### src/rtl/signed_bcd_conv.sv
// Signed two's-complement to sign + packed BCD converter.
// Sequential double-dabble engine, one input bit per clock, with start/busy/done handshake.
module signed_bcd_conv #(
    parameter int WIDTH  = 12,
    parameter int DIGITS = 4
) (
    input  logic                  clk,
    input  logic                  rst,
    input  logic                  start,
    input  logic [WIDTH-1:0]      value_in,
    input  logic                  ovf_in,
    output logic                  busy,
    output logic                  done,
    output logic                  neg,
    output logic [4*DIGITS-1:0]   bcd,
    output logic                  ovf_out
);

    localparam int ITER_W = $clog2(WIDTH + 1);

    typedef enum logic {
        IDLE = 1'b0,
        CONV = 1'b1
    } state_t;

    state_t              state, state_next;
    logic                load, finish;
    logic [WIDTH-1:0]    mag, mag_in;
    logic [4*DIGITS-1:0] scratch, scratch_adj, scratch_shift;
    logic [ITER_W-1:0]   iter;
    logic                sign, ovf;

    assign busy   = (state == CONV);
    assign mag_in = value_in[WIDTH-1] ? (~value_in + WIDTH'(1)) : value_in;

    // NOTE: sequential state uses non-blocking assignments so every register
    // samples pre-edge values, independent of statement order.
    always_ff @(posedge clk) begin
        if (rst) begin
            state <= IDLE;
        end else begin
            state <= state_next;
        end
    end

    // NOTE: every signal driven here gets a default first, so no path leaves
    // a value unassigned and no latch is inferred.
    always_comb begin
        state_next = state;
        load       = 1'b0;
        finish     = 1'b0;
        case (state)
            IDLE: begin
                if (start) begin
                    load       = 1'b1;
                    state_next = CONV;
                end
            end
            CONV: begin
                if (iter == ITER_W'(1)) begin
                    finish     = 1'b1;
                    state_next = IDLE;
                end
            end
            default: state_next = IDLE;
        endcase
    end

    // Add-3 correction per digit (no inter-digit carry), then shift in the next magnitude bit.
    always_comb begin
        scratch_adj = '0;
        for (int d = 0; d < DIGITS; d++) begin
            scratch_adj[4*d +: 4] = (scratch[4*d +: 4] >= 4'd5) ? scratch[4*d +: 4] + 4'd3
                                                                 : scratch[4*d +: 4];
        end
        scratch_shift = {scratch_adj[4*DIGITS-2:0], mag[WIDTH-1]};
    end

    always_ff @(posedge clk) begin
        if (rst) begin
            mag     <= '0;
            scratch <= '0;
            iter    <= '0;
            sign    <= 1'b0;
            ovf     <= 1'b0;
            bcd     <= '0;
            neg     <= 1'b0;
            ovf_out <= 1'b0;
            done    <= 1'b0;
        end else begin
            done <= 1'b0;
            if (load) begin
                mag     <= mag_in;
                sign    <= value_in[WIDTH-1];
                ovf     <= ovf_in;
                scratch <= '0;
                iter    <= ITER_W'(WIDTH);
            end else if (state == CONV) begin
                scratch <= scratch_shift;
                mag     <= {mag[WIDTH-2:0], 1'b0};
                iter    <= iter - ITER_W'(1);
                // Outputs only ever see the completed scratch value.
                if (finish) begin
                    bcd     <= scratch_shift;
                    neg     <= sign;
                    ovf_out <= ovf;
                    done    <= 1'b1;
                end
            end
        end
    end

endmodule

### config.mk
export PLATFORM = sky130hd
export DESIGN_NAME = signed_bcd_conv
export DESIGN_NICKNAME = d
export VERILOG_FILES = /design/src/rtl/signed_bcd_conv.sv
export SDC_FILE = /design/constraint.sdc
export NUM_CORES = 1
export LEC_CHECK = 0
export BUFFER_PORTS_ARGS = -buffer_cell sky130_fd_sc_hd__buf_2
export CAP_MARGIN = 10
export CORE_MARGIN = 2
export CORE_UTILIZATION = 58
export DETAILED_ROUTE_END_ITERATION = 6
export PLACE_DENSITY_LB_ADDON = 0.05
export SLEW_MARGIN = 20
export SYNTH_ARGS = -nofsm -noshare
export SYNTH_HDL_FRONTEND = slang
export SYNTH_SLANG_ARGS = --single-unit
### constraint.sdc
create_clock -name clk -period 3.5 [get_ports clk]
set_clock_uncertainty 0.05 [all_clocks]
set_input_delay 0.35 -clock clk [delete_from_list [all_inputs] [get_ports clk]]
set_output_delay 0.35 -clock clk [all_outputs]
set_load 0.05 [all_outputs]
==> impl_metrics.py <==
metrics = {
    "status": {
        "outcome": "finished, final reports clean",
    },
    "critical_path": {
        "endpoint_kind": "register",
        "crit_fanout": 22,
        "r2r_start": "iter[0]",
        "cp.required_ns": 3.62,
        "slowest_delay_ns": 0.50,
        "crit_slowest_cell": "nor4bb_4",
        "critPathArrivalTime_ns": 2.02,
        "startpoint": "iter[0]",
        "critPathKind": "reg2reg",
        "critPathLaunchType": "register",
        "crit_chain": "ha_1 > nor4bb_4 > buf_4 > mux2i_1 > nor2_1",
    },
    "global_route": {
        "grt_pass1_wl_um": 9040,
        "grt_pass1_vias": 2061,
        "grt_max_degree": 46,
        "antenna_found_initial": 0,
        "grt_overflow": 0,
        "grtUsageTotal_pct": 21.8,
    },
    "sta": {
        "fmaxAchievable_ghz": 0.525,
        "post-route-period-util_pct": 54.4,
        "setup_slack_ns": 1.60,
        "maxSlewHeadroom_pct": 55.3,
        "setup-tns-final_ns": 0,
        "final_max_slew_viol_count": 0,
        "tightestPinTransition_ns": 0.671,
        "period_needed_ns": 1.90,
        "rsz0062_at_grt": "no",
        "hold_viol_final": 0,
        "setup_viol": 0,
    },
    "cts": {
        "cts_root_buf": "clkbuf_8",
        "clkLatencyLatePin_ns": 0.31,
        "cts_hold_buf": 0,
        "cts_setup_buffers": 0,
        "cts_resized": 0,
        "htreeDepth": 2,
        "cts_made_buffers": 5,
        "clk_pin_slew_worst_paths_ns": 0.09,
        "ctsLongestPathBuffers": 2,
        "cts_tree": "built",
        "clkSinkCount": 54,
    },
    "logic_synthesis": {
        "yosysWarnings": 0,
        "post_synth.cell_area_avg_um2": 8.52,
        "seq_area_frac_synth_pct": 40.0,
        "netlist_area_um2": 2700,
        "synth.distinct_cells": 34,
        "syn_inst": 317,
        "synth_top_flop_cell": "dfxtp_1",
        "yosys_register_bits": 54,
        "syn_nets": 344,
        "async_reset_ff_share_pct": 0,
        "synth-edff-count": 0,
    },
    "routing": {
        "dr.pass1.iters": 4,
        "drc": 0,
        "routed_wl_um": 5200,
        "drtIter0Drc": 65,
        "via_per_inst": 5.75,
        "final_antenna_net_count": 0,
        "wire_per_inst_um": 13.2,
        "num_vias": 2258,
    },
    "floorplanning": {
        "num_rows": 24,
        "dieWidth_um": 72.2,
        "core-area_um2": 4410,
        "io_pins": 36,
        "dieHeight_um": 72.2,
        "dieArea_um2": 5220,
        "start_util_pct": 61.2,
    },
    "layout": {
        "final_nets": 367,
        "area_delta_synth_final_pct": 10.5,
        "drive_gt1_share_pct": 15.5,
        "n_fill_cell": 388,
        "finalNonFillerCells": 393,
        "n_antenna_cell": 0,
    },
    "pwr": {
        "pwr_density_cell_nw_per_um2": 393,
        "p_leak_nw": 1.11,
        "vdd_drop_max_v": 0.000270,
    },
    "place": {
        "dp_hpwl_um": 3590,
        "pre_cts_ws_ns": 1.55,
        "gp_congestion": 0.769,
        "placedCellCount": 385,
        "io_buffers": 35,
    },
    "run": {
        "cap_violations": 0,
    },
    "hold_path": {
        "hold_path_class": "in2reg",
        "hold_start": "ovf_in",
    },
}
[synthesized netlist by cell type, types with 2 or more instances]
| library cell | instances | area share (%) |
|---|---|---|
| a211oi_1 | 11 | 3.1 |
| clkbuf_1 | 11 | 1.5 |
| xnor2_1 | 7 | 2.3 |
| nor2_1 | 29 | 4.0 |
| a311oi_1 | 4 | 1.3 |
| ha_1 | 11 | 5.1 |
| or3_1 | 4 | 0.93 |
| o31ai_1 | 4 | 1.1 |
| buf_2 | 6 | 1.1 |
| nor2b_1 | 2 | 0.46 |
| xor2_1 | 3 | 0.97 |
| nand2_1 | 21 | 2.9 |
| o21ai_0 | 14 | 2.6 |
| dfxtp_1 | 54 | 40 |
| nand2b_1 | 28 | 6.5 |
| o22ai_1 | 20 | 4.6 |
| a21oi_1 | 20 | 3.7 |
| nand3b_1 | 3 | 0.83 |
| mux2_2 | 4 | 1.7 |
| inv_1 | 14 | 1.9 |
| nand3_1 | 4 | 0.74 |
| mux2i_1 | 9 | 3.3 |
| buf_1 | 4 | 0.56 |
| o311ai_0 | 2 | 0.65 |
| nor3_1 | 10 | 1.9 |
| nor3b_1 | 10 | 2.8 |
[cell usage in the layout (no fill, tap or decap), types with 3 or more instances in the layout]
cell type  Yosys  routed
a211oi_1      11      11
a311oi_1       4       4
nand2b_1      28      28
or3_1          4       4
nand2_1       21      21
mux2_2         4       4
a21oi_1       20      20
mux2i_1        9       9
nand3b_1       3       3
dfxtp_1       54      54
clkbuf_8       0       6
o31ai_1        4       4
o22ai_1       20      20
nor3_1        10      10
xnor2_1        7       7
nand3_1        4       4
buf_2          6      35
inv_1         14      14
nor3b_1       10      10
ha_1          11      11
xor2_1         3       3
o21ai_0       14      14
nor2_1        29      29
[through the flow]
step | hold slack, ns | total power [W] | instance area, µm² | util (%)
3_5_place_dp | 0.412 | 0.000825 | 2880 | 65.3
5_1_grt | 0.268 | 0.00123 | 2980 | 67.6
2_1_floorplan | 0.391 | 0.000785 | 2700 | -
3_3_place_gp | 0.406 | 0.000822 | 2880 | 65.3
4_1_cts | 0.249 | 0.00118 | 2980 | 67.6
6_report | 0.258 | 0.00117 | 2980 | 67.6
[power by group]
part           total (W)  internal, W  switching [W]
sequential      0.000654     0.000636      0.0000180
combinational   0.000156    0.0000638      0.0000927
clock           0.000361     0.000163       0.000198
[worst paths after layout]
| check | slack, ns | depth (start not counted) | end |
|---|---|---|---|
| hold / removal | 0.26 | 3 | ovf |
| setup reg to reg | 1.60 | 5 | ovf_out |
| setup / recovery | 1.60 | 5 | ovf_out |
| hold reg to reg | 0.42 | 2 | mag[6] |
[final cells by class]
| type | count | area, µm² | share of cell area (%) |
|---|---|---|---|
| clock buffer | 6 | 82.6 | 2.77 |
| clock inverter | 2 | 17.5 | 0.587 |
| inverter | 14 | 52.6 | 1.76 |
| multi-input combinational | 228 | 1500 | 50.1 |
| sequential | 54 | 1080 | 36.2 |
| tap | 52 | 65.1 | 2.18 |
| timing repair buffer | 37 | 190 | 6.37 |
[flip-flops by register name (all words and copies together) (netlist names)]
| name | flops |
|---|---|
| iter | 4 |
| ovf | 1 |
| scratch | 16 |
| done | 1 |
| ovf_out | 1 |
| bcd | 16 |
| busy | 1 |
| neg | 1 |
| sign | 1 |
| mag | 12 |
[worst max-delay path: cells and delay by family (launching register included)]
kind | cells | cell delay (ns)
AND/OR/NAND/NOR | 2 | 0.55
flip-flops | 1 | 0.40
buffers and inverters | 1 | 0.36
multiplexers | 1 | 0.22
adder cells (fa/ha/maj) | 1 | 0.18
[layer usage]
| layer | share of wire, % | track usage [%] | wire, µm | vias to the layer above |
|---|---|---|---|---|
| li1 | - | - | - | 1166 |
| met1 | 47 | 27.6 | 2430 | 1054 |
| met2 | 49 | 37.5 | 2550 | 32 |
| met3 | 3.1 | 4.17 | 161 | 6 |
| met4 | 1.2 | 6.92 | 65 | 0 |
| met5 | 0 | 0 | 0 | - |
[cell families after synthesis]
kind of cell,after synthesis,synth area share [%]
multiplexers,13,5.00
XOR/XNOR,10,3.24
adder cells (fa/ha/maj),11,5.10
buffers and inverters,35,5.14
flip-flops,54,40.0
AND/OR/NAND/NOR,115,22.4
AO/OA/AOI/OAI,79,19.1
Power figures use the tool's default switching activity.
